===== src/rtl/fmc_port_arbiter_pkg.sv =====
// Shared definitions for the fast-memory port arbiter: state encoding,
// port count and the default ownership timeout.
package fmc_port_arbiter_pkg;

  localparam int FMC_NPORTS          = 4;
  localparam int FMC_TIMEOUT_CYC_DEF = 1023;

  typedef enum logic [1:0] {
    FMC_IDLE    = 2'd0,
    FMC_GRANT   = 2'd1,
    FMC_BUSY    = 2'd2,
    FMC_RECOVER = 2'd3
  } fmc_state_e;

endpackage


===== src/rtl/fmc_port_arbiter_rr_pick4.sv =====
// Four-way round-robin picker. Searches upward from the port after the
// pointer, wrapping around, and returns the first requester. Purely
// combinational so it can be shared with the core memory arbiter.
module rr_pick4 (
  input  logic [3:0] req,
  input  logic [1:0] ptr,
  output logic       vld,
  output logic [1:0] idx
);

  logic [7:0] req_dbl_s;
  logic [3:0] req_rot_s;
  logic [2:0] base_s;
  logic [1:0] off_s;

  // Rotate the request so bit 0 is the port after the pointer, then take the lowest set bit.
  always_comb begin
    req_dbl_s = {req, req};
    base_s    = {1'b0, ptr} + 3'd1;
    req_rot_s = req_dbl_s[base_s +: 4];
    casez (req_rot_s)
      4'b???1: off_s = 2'd0;
      4'b??10: off_s = 2'd1;
      4'b?100: off_s = 2'd2;
      4'b1000: off_s = 2'd3;
      default: off_s = 2'd0;
    endcase
    vld = |req;
    idx = ptr + 2'd1 + off_s;
  end

endmodule


===== src/rtl/fmc_port_arbiter.sv =====
// Fast-memory ownership sequencer: grants one of four processor ports,
// holds the one-hot select for the whole memory cycle, and releases on
// cycle end, request withdrawal or timeout with a one-cycle recover step.
module fmc_port_arbiter
  import fmc_port_arbiter_pkg::*;
#(
  parameter int unsigned TIMEOUT_CYC = FMC_TIMEOUT_CYC_DEF
) (
  input  logic         clk,
  input  logic         reset,
  input  logic         mc_rq_cyc_p0,
  input  logic         mc_rq_cyc_p1,
  input  logic         mc_rq_cyc_p2,
  input  logic         mc_rq_cyc_p3,
  input  logic         fmc_select_p0,
  input  logic         fmc_select_p1,
  input  logic         fmc_select_p2,
  input  logic         fmc_select_p3,
  input  logic [18:21] sel_p0,
  input  logic [18:21] sel_p1,
  input  logic [18:21] sel_p2,
  input  logic [18:21] sel_p3,
  input  logic [0:3]   memsel_p0,
  input  logic [0:3]   memsel_p1,
  input  logic [0:3]   memsel_p2,
  input  logic [0:3]   memsel_p3,
  input  logic [0:3]   port_en,
  input  logic         fmc_addr_ack,
  input  logic         fmc_cyc_done,
  output logic         fmc_p0_sel,
  output logic         fmc_p1_sel,
  output logic         fmc_p2_sel,
  output logic         fmc_p3_sel,
  output logic [0:1]   fmc_owner,
  output logic         fmc_busy,
  output logic         fmc_timeout
);

  localparam int               CNT_W   = $clog2(TIMEOUT_CYC + 1);
  localparam logic [CNT_W-1:0] CNT_LIM = CNT_W'(TIMEOUT_CYC);

  fmc_state_e             state_q, state_d;
  logic [CNT_W-1:0]       cnt_q, cnt_d;
  logic [1:0]             ptr_q, ptr_d;
  logic [1:0]             owner_q, owner_d;
  logic [FMC_NPORTS-1:0]  sel_q, sel_d;
  logic                   busy_q, busy_d;
  logic                   timeout_q, timeout_d;

  logic [FMC_NPORTS-1:0]  rq_s;
  logic [FMC_NPORTS-1:0]  hold_s;
  logic                   owner_hold_s;
  logic                   expired_s;
  logic                   grant_s;
  logic                   expire_evt_s;
  logic                   pick_vld_s;
  logic [1:0]             pick_idx_s;

  // Qualify requests for arbitration; the owner's hold ignores memsel and enable so
  // mid-cycle configuration changes only matter at the next arbitration.
  always_comb begin
    rq_s[0]      = mc_rq_cyc_p0 & fmc_select_p0 & (sel_p0 == memsel_p0) & port_en[0];
    rq_s[1]      = mc_rq_cyc_p1 & fmc_select_p1 & (sel_p1 == memsel_p1) & port_en[1];
    rq_s[2]      = mc_rq_cyc_p2 & fmc_select_p2 & (sel_p2 == memsel_p2) & port_en[2];
    rq_s[3]      = mc_rq_cyc_p3 & fmc_select_p3 & (sel_p3 == memsel_p3) & port_en[3];
    hold_s[0]    = mc_rq_cyc_p0 & fmc_select_p0;
    hold_s[1]    = mc_rq_cyc_p1 & fmc_select_p1;
    hold_s[2]    = mc_rq_cyc_p2 & fmc_select_p2;
    hold_s[3]    = mc_rq_cyc_p3 & fmc_select_p3;
    owner_hold_s = hold_s[owner_q];
    expired_s    = (cnt_q == CNT_LIM);
  end

  rr_pick4 u_pick (
    .req (rq_s),
    .ptr (ptr_q),
    .vld (pick_vld_s),
    .idx (pick_idx_s)
  );

  // Register state, pointer, counter and all outputs; reset drops selects at once.
  always_ff @(posedge clk) begin
    if (reset) begin
      state_q   <= FMC_IDLE;
      cnt_q     <= {CNT_W{1'b0}};
      ptr_q     <= 2'd3;
      owner_q   <= 2'd0;
      sel_q     <= 4'b0000;
      busy_q    <= 1'b0;
      timeout_q <= 1'b0;
    end else begin
      state_q   <= state_d;
      cnt_q     <= cnt_d;
      ptr_q     <= ptr_d;
      owner_q   <= owner_d;
      sel_q     <= sel_d;
      busy_q    <= busy_d;
      timeout_q <= timeout_d;
    end
  end

  // Next-state logic: ack beats withdrawal and timeout in GRANT, done beats timeout in BUSY.
  always_comb begin
    state_d      = state_q;
    grant_s      = 1'b0;
    expire_evt_s = 1'b0;
    case (state_q)
      FMC_IDLE: begin
        if (pick_vld_s) begin
          state_d = FMC_GRANT;
          grant_s = 1'b1;
        end else begin
          state_d = FMC_IDLE;
        end
      end
      FMC_GRANT: begin
        if (fmc_addr_ack) begin
          state_d = FMC_BUSY;
        end else if (!owner_hold_s) begin
          state_d = FMC_RECOVER;
        end else if (expired_s) begin
          state_d      = FMC_RECOVER;
          expire_evt_s = 1'b1;
        end else begin
          state_d = FMC_GRANT;
        end
      end
      FMC_BUSY: begin
        if (fmc_cyc_done) begin
          state_d = FMC_RECOVER;
        end else if (expired_s) begin
          state_d      = FMC_RECOVER;
          expire_evt_s = 1'b1;
        end else begin
          state_d = FMC_BUSY;
        end
      end
      FMC_RECOVER: state_d = FMC_IDLE;
      default:     state_d = FMC_IDLE;
    endcase
  end

  // Output and datapath: load owner/pointer at grant, run the saturating counter, derive selects.
  always_comb begin
    if (grant_s) begin
      ptr_d   = pick_idx_s;
      owner_d = pick_idx_s;
    end else begin
      ptr_d   = ptr_q;
      owner_d = owner_q;
    end
    if ((state_q == FMC_GRANT) || (state_q == FMC_BUSY)) begin
      if (expired_s) begin
        cnt_d = cnt_q;
      end else begin
        cnt_d = cnt_q + CNT_W'(1);
      end
    end else begin
      cnt_d = {CNT_W{1'b0}};
    end
    busy_d = (state_d != FMC_IDLE);
    if (busy_d) begin
      sel_d = 4'b0001 << owner_d;
    end else begin
      sel_d = 4'b0000;
    end
    timeout_d = expire_evt_s;
  end

  assign fmc_p0_sel  = sel_q[0];
  assign fmc_p1_sel  = sel_q[1];
  assign fmc_p2_sel  = sel_q[2];
  assign fmc_p3_sel  = sel_q[3];
  assign fmc_owner   = owner_q;
  assign fmc_busy    = busy_q;
  assign fmc_timeout = timeout_q;

endmodule

===== config.mk =====
export PLATFORM = sky130hd
export DESIGN_NAME = fmc_port_arbiter
export DESIGN_NICKNAME = d
export VERILOG_FILES = /design/src/rtl/fmc_port_arbiter_pkg.sv /design/src/rtl/fmc_port_arbiter_rr_pick4.sv /design/src/rtl/fmc_port_arbiter.sv
export SDC_FILE = /design/constraint.sdc
export NUM_CORES = 1
export LEC_CHECK = 0
export ABC_AREA = 1
export BUFFER_PORTS_ARGS = -buffer_cell sky130_fd_sc_hd__buf_2
export CAP_MARGIN = 10
export CELL_PAD_IN_SITES_DETAIL_PLACEMENT = 1
export CELL_PAD_IN_SITES_GLOBAL_PLACEMENT = 1
export CORE_ASPECT_RATIO = 1.75
export CORE_MARGIN = 10
export CORE_UTILIZATION = 30
export CTS_BUF_LIST = sky130_fd_sc_hd__clkbuf_4
export CTS_CLUSTER_DIAMETER = 40
export CTS_CLUSTER_SIZE = 30
export DETAILED_ROUTE_END_ITERATION = 8
export GPL_ROUTABILITY_DRIVEN = 1
export PLACE_DENSITY_LB_ADDON = 0.1
export REMOVE_ABC_BUFFERS = 1
export SLEW_MARGIN = 20
export SYNTH_ARGS = -nofsm -noshare
export SYNTH_HDL_FRONTEND = slang
export SYNTH_SLANG_ARGS = --single-unit
export TNS_END_PERCENT = 50

===== constraint.sdc =====
create_clock -name clk -period 3.8 [get_ports clk]
set_input_delay 0.57 -clock clk [delete_from_list [all_inputs] [get_ports clk]]
set_output_delay 0.57 -clock clk [all_outputs]
set_load 0.05 [all_outputs]

Word level (Yosys, flattened, before mapping)
Index checks and enable logic that the tools add are counted.
{"block": "totals", "reg_bits": 22, "latchBits": 0, "mem_bits_rw": 0, "romBits": 0, "input_bits": 48, "out_inout_bits": 8, "elab_cells": 63, "mem_count": 0}
{"block": "op_classes", "n_addsub": 4, "n_mul": 0, "n_div": 0, "order_cmp": 1, "n_eq_ne": 11, "shift": 2, "muxes": 18, "bitwise_logic": 14, "reduce_logical": 6}
{"op": "equality test 4 bit", "n": 4}
{"op": "AND 1 bit", "n": 12}
{"op": "adder 10 x 1 -> 10 bit, second input constant", "n": 1}
{"op": "equality test 10 bit, second input constant", "n": 1}
{"op": "two-way mux 1 bit", "n": 10}
{"op": "two-way mux 2 bit", "n": 4}
{"op": "case mux 2 bit (4 select lines)", "n": 1}
{"op": "indexed part select 8 x 4 -> 4 bit", "n": 1}
{"op": "equality test 2 bit, second input constant", "n": 3}
{"op": "case mux 2 bit (3 select lines)", "n": 1}
{"op": "equality test 4 bit, second input constant", "n": 1}
{"op": "OR reduction 2 bit", "n": 2}
{"op": "OR reduction 4 bit", "n": 1}
{"op": "left shift 1 x 2 -> 4 bit, first input constant", "n": 1}
{"op": "adder 2 x 1 -> 3 bit, second input constant", "n": 1}
{"op": "equality test 3 bit, second input constant", "n": 1}
{"op": "< comparator 2 x 3 -> 1 bit, second input constant", "n": 1}
{"op": "adder 2 x 1 -> 2 bit, second input constant", "n": 1}
{"op": "adder 2 bit", "n": 1}
{"op": "binary-select mux 1 bit (select 2 bit)", "n": 1}
{"op": "equality test 2 x 1 -> 1 bit, second input constant", "n": 1}
{"op": "zero test 2 bit", "n": 1}
{"op": "NOT 1 bit", "n": 2}
{"op": "case mux 1 bit (2 select lines)", "n": 1}
{"op": "2 further kinds", "n": 2}

Longest topological paths before layout
{"block": "depth", "ltp_word": 9, "ltp_mapped": 18}

Modules after synthesis
From an unflattened synthesis, not the netlist that was laid out.
{"block": "unflattened", "cells_unflattened": 220, "hier_area_um2": 1447.6}
{"mod": "fmc_port_arbiter", "instances": 1, "cells_per_inst": 182, "area_per_inst_um2": 1275.0, "seq_area_each_um2": 440.4}
{"mod": "rr_pick4", "instances": 1, "cells_per_inst": 38, "area_per_inst_um2": 172.7, "seq_area_each_um2": 0.0}

Least setup slack after synthesis
No wires, ideal clock.
{"block": "synth_timing", "kind": "input -> register", "startpoint": "in mc_rq_cyc_p2", "endpoint": "reg sel_q[2]", "setup_ns": 0.064, "t_arrival_ns": 2.066, "setup_slack_ns": 1.670, "cell_stages": 17, "path_cell_list": "nand2_1 -> inv_1 -> nand2_1 -> nor2_1 -> nand4_1 -> nand3_1 -> nand2_1 -> a21oi_1 -> o21bai_1 -> ha_1 -> xor2_1 -> inv_1 -> nand3_1 -> nand3_2 -> nand2_1 -> nand2_1 -> nor2_1"}
{"block": "synth_via", "elab_chain_cells": 9, "word_cells_on_any_way": 23, "cone_classes": "1 x add/sub; 3 x eq/ne; 2 x shift; 10 x mux; 4 x bitwise; 3 x reduce/logical"}
{"element": "from (decl)", "line": "fmc_port_arbiter.sv:13", "rtl": "input logic mc_rq_cyc_p2,"}
{"element": "AND 1 bit (*)", "line": "fmc_port_arbiter.sv:64, fmc_port_arbiter.sv:68"}
{"element": "AND 1 bit or binary-select mux 1 bit (select 2 bit) (tied branches)", "line": "fmc_port_arbiter.sv:64, fmc_port_arbiter.sv:70"}
{"element": "AND 1 bit or two-way mux 1 bit (tied branches)", "line": "fmc_port_arbiter.sv:64, fmc_port_arbiter.sv:70"}
{"element": "indexed part select 8 x 4 -> 4 bit (tied with other cells)", "line": "fmc_port_arbiter_rr_pick4.sv:20", "rtl": "req_rot_s = req_dbl_s[base_s +: 4];"}
{"element": "equality test 4 bit (tied with other cells)", "line": "fmc_port_arbiter_rr_pick4.sv:21", "rtl": "casez (req_rot_s)"}
{"element": "case mux 2 bit (3 select lines) or case mux 2 bit (4 select lines) (tied branches)", "line": "fmc_port_arbiter_rr_pick4.sv:21, fmc_port_arbiter.sv:107"}
{"element": "adder 2 bit or nonzero test 2 bit (tied branches)", "line": "fmc_port_arbiter_rr_pick4.sv:29, fmc_port_arbiter.sv:161"}
{"element": "two-way mux 2 bit or NOT 1 bit (tied branches)"}
{"element": "left shift 1 x 2 -> 4 bit or OR reduction 2 bit (tied branches)"}
{"element": "to (signal assigned)", "line": "fmc_port_arbiter.sv:96", "rtl": "sel_q <= sel_d;"}
{"element": "to (decl)", "line": "fmc_port_arbiter.sv:46", "rtl": "logic [FMC_NPORTS-1:0] sel_q, sel_d;"}
Mark *: on every way between the ends. The rest lies on a longest branch, timed or not. The select of a mux whose other input is x is not followed.
A chain may end at the register's enable or synchronous reset.

Worst setup path in the final report
{"block": "layout_timing", "startpoint": "in mc_rq_cyc_p3", "endpoint": "reg sel_q[3]"}
{"block": "layout_via", "elab_chain_cells": 9, "word_cells_on_any_way": 23, "cone_classes": "1 x add/sub; 3 x eq/ne; 2 x shift; 10 x mux; 4 x bitwise; 3 x reduce/logical"}
{"element": "from (decl)", "line": "fmc_port_arbiter.sv:14", "rtl": "input logic mc_rq_cyc_p3,"}
{"element": "AND 1 bit (*)", "line": "fmc_port_arbiter.sv:65, fmc_port_arbiter.sv:69"}
{"element": "AND 1 bit or binary-select mux 1 bit (select 2 bit) (tied branches)", "line": "fmc_port_arbiter.sv:65, fmc_port_arbiter.sv:70"}
{"element": "AND 1 bit or two-way mux 1 bit (tied branches)", "line": "fmc_port_arbiter.sv:65, fmc_port_arbiter.sv:70"}
{"element": "indexed part select 8 x 4 -> 4 bit (tied with other cells)", "line": "fmc_port_arbiter_rr_pick4.sv:20"}
{"element": "equality test 4 bit (tied with other cells)", "line": "fmc_port_arbiter_rr_pick4.sv:21"}
{"element": "case mux 2 bit (3 select lines) or case mux 2 bit (4 select lines) (tied branches)", "line": "fmc_port_arbiter_rr_pick4.sv:21, fmc_port_arbiter.sv:107"}
{"element": "adder 2 bit or nonzero test 2 bit (tied branches)", "line": "fmc_port_arbiter_rr_pick4.sv:29, fmc_port_arbiter.sv:161"}
{"element": "two-way mux 2 bit or NOT 1 bit (tied branches)"}
{"element": "left shift 1 x 2 -> 4 bit or OR reduction 2 bit (tied branches)"}
Marked as above.

==> run metrics <==
status finished clean; hold_buf cts 0; CP Launch Type input port; DIE WIDTH 75.1 um; Worst-Skew Late Latency 0.33 ns; fin cells 380; reg2reg path depth 14; post-cts sizing count 0; Residual DRC 0; Layout area overhead 24.8%; DR WL/cell 13.0 um; RSZ-0062 raised after global routing false; CTS tree built; total core area 5210 um2; clk buf depth 2; CP Capture Type flip-flop; Slew Limit Headroom 68.4%; Slew @ Worst Pin 0.470 ns; initial core utilization 30.6%; postcts setup bufs 0; layout cells sized above 1 24.6%; TritonRoute pass-1 iters 4; Worst R2R End sel_q[3]$_SDFF_PP0_; number of max-slew violations in the final report 0; most frequent CP cell nand2_1; Synth Register Bits 22; Worst-path clk slew 0.14 ns; cts bufs inserted 3; Worst Path Required 4.08 ns; initial antenna violation count 0; RR Startpoint ptr_q[0]$_SDFFE_PP1P_; fill count 724; Tmin final 2.12 ns; Die ar. 8750 um2; pin count of the biggest net entering global routing 14; worst setup margin 1.68 ns; Crit Path Category input port to flip-flop; # IOs 56; clock skew 0.0125 ns; Max IR drop VDD 188 uV; hold path startpoint reset; reg2reg setup slack 1.73 ns; DRT iter0 DRCs 36; Final Power 513 uW; worst-path maximum fanout 4; Place WS 1.31 ns; placed inst area 1940 um2; # diodes 0; f_max 471 MHz; DIE HEIGHT 117 um; Synth cell types 26; Final Net Count 379; CP max-delay cell xor2_1; GPL Wtd Cong 0.773; Clock H-tree levels 1; GRT Util Overall 11.6%; total number of yosys warnings 0; CP Data Arrival Time 2.40 ns; DR vias/cell 4.77; Tcrit/Tclk final 55.9%; Post-Route WL 4950 um; P per Cell Area 258 nW/um2; Final ANT Viol Nets 0; Hold EP fmc_owner[0]$_SDFF_PP0_; final instance area 1990 um2; Root Buffer Master clkbuf_4; critical path cell sequence buf_2 > nand2_1 > inv_1 > nand2_1 > nor2_1 > nand3b_1 > nand2_1 > nand2_1 > nand2_1 > a21oi_1 > o21bai_1 > ha_1 > xor2_1 > inv_1 > nand3_1 > nand3_2 > nand2_1 > nand2_1 > nor2_1; Port Buffers 55; dpl cells 376; wire length of the first global-routing pass 8240 um; P_leak 0.00114 uW; delay of the slowest critical-path stage 0.22 ns; vias in the first global route 2020; max cap viols 0; final hold vios 0; CTS sink count 22; row count 35; Vias 1812; GRT Residual Overflow 0; Setup Viol. Count Final 0; sequential fraction of the synthesis area 27.6%; Synth Cell Area 1600 um2; Post-Synthesis Mean Instance Area 6.00 um2; CP startpoint mc_rq_cyc_p3; hold path cells 2; Final TNS setup 0 ns; Cells after Synth 266; HP Class input port to flip-flop; dpl hpwl 4320 um
-- cell usage after synthesis (all sizes together) --
cell	n	area, um2
o21bai	2	15.0
nand3	20	120
xor2	4	35.0
nand4	7	43.8
nor2	30	130
a211oi	1	7.51
o211ai	2	15.0
nand2	82	313
nand3b	2	15.0
nor3	4	30.0
a21o	1	7.51
a21oi	7	35.0
o21ai	18	97.6
or2	1	6.26
ha	5	62.6
xnor2	1	8.76
inv	57	214
dfxtp	22	440
-- critical path: cells and delay by family --
family,cells,cell delay [ns]
adders and majority gates,1,0.17
AOI/OAI and AO/OA,2,0.19
and+or+nand+nor,12,1.01
xor gates and xnor gates,1,0.22
buffers and inverters,3,0.22
-- cells in the final DEF, fill, tap and decap left out, types with 3 or more instances in the layout --
| master | n |
|---|---|
| inv_1 | 51 |
| nand3_2 | 4 |
| clkbuf_4 | 3 |
| o21ai_1 | 5 |
| inv_2 | 6 |
| nor2_1 | 25 |
| o21ai_0 | 11 |
| buf_2 | 55 |
| nand2_1 | 80 |
| xor2_1 | 4 |
| ha_1 | 5 |
| dfxtp_1 | 22 |
| nand3_1 | 16 |
| nand4_1 | 7 |
| a21oi_1 | 7 |
| nor2_2 | 4 |
-- worst max path at each step --
stage,end,slack (ns),cells past startpoint
after detailed placement,sel_q[3]$_SDFF_PP0_,1.31,17
after global placement,sel_q[3]$_SDFF_PP0_,1.38,19
after CTS,sel_q[3]$_SDFF_PP0_,1.66,19
after floorplan,sel_q[2]$_SDFF_PP0_,1.67,17
after global routing,sel_q[3]$_SDFF_PP0_,1.38,19
final,sel_q[3]$_SDFF_PP0_,1.68,19
-- stage by stage --
step / utilization [%] / hold WS (ns)
3_3_place_gp: 37.2 / 0.470
6_report: 38.2 / 0.425
2_1_floorplan: - / 0.447
3_5_place_dp: 37.2 / 0.499
5_1_grt: 38.2 / 0.414
4_1_cts: 38.2 / 0.421
-- state kept, by name, summed over array words and instances (netlist names) --
name         flops
cnt_q           10
fmc_busy         1
fmc_owner        2
fmc_timeout      1
ptr_q            2
sel_q            4
state_q          2
-- area by class of cell --
| cell class | instances | area [um2] | area share [%] |
|---|---|---|---|
| Clock inverter | 1 | 30.0 | 1.51 |
| Inverter | 57 | 214 | 10.7 |
| Timing Repair Buffer | 55 | 275 | 13.8 |
| Multi-Input combinational cell | 187 | 942 | 47.3 |
| Clock buffer | 3 | 22.5 | 1.13 |
| Sequential cell | 22 | 440 | 22.1 |
| Tap cell | 55 | 68.8 | 3.45 |
-- power breakdown --
| part | switching [uW] | internal, uW |
|---|---|---|
| clock network | 79.4 | 107 |
| logic | 52.3 | 38.9 |
| registers | 3.10 | 233 |
-- cell families (layout without fill, tap and decap cells) --
group	Yosys count	in the layout	share of synthesized area, %
buffers and inverters	57	116	13.4
AND/OR/NAND/NOR	146	146	41.2
adder cells (fa/ha/maj)	5	5	3.92
XOR/XNOR	5	5	2.74
AO/OA/AOI/OAI	31	31	11.1
flip-flops	22	22	27.6
-- routing by layer --
metal | up-vias | part of all wire [%] | GRT usage [%]
met5 | - | 0 | 0
met4 | 0 | 1.7 | 5.11
met3 | 6 | 2.4 | 1.11
met2 | 33 | 60 | 24.2
met1 | 834 | 36 | 10.4
li1 | 939 | - | -
No activity file was read; power rests on OpenSTA's default activity.
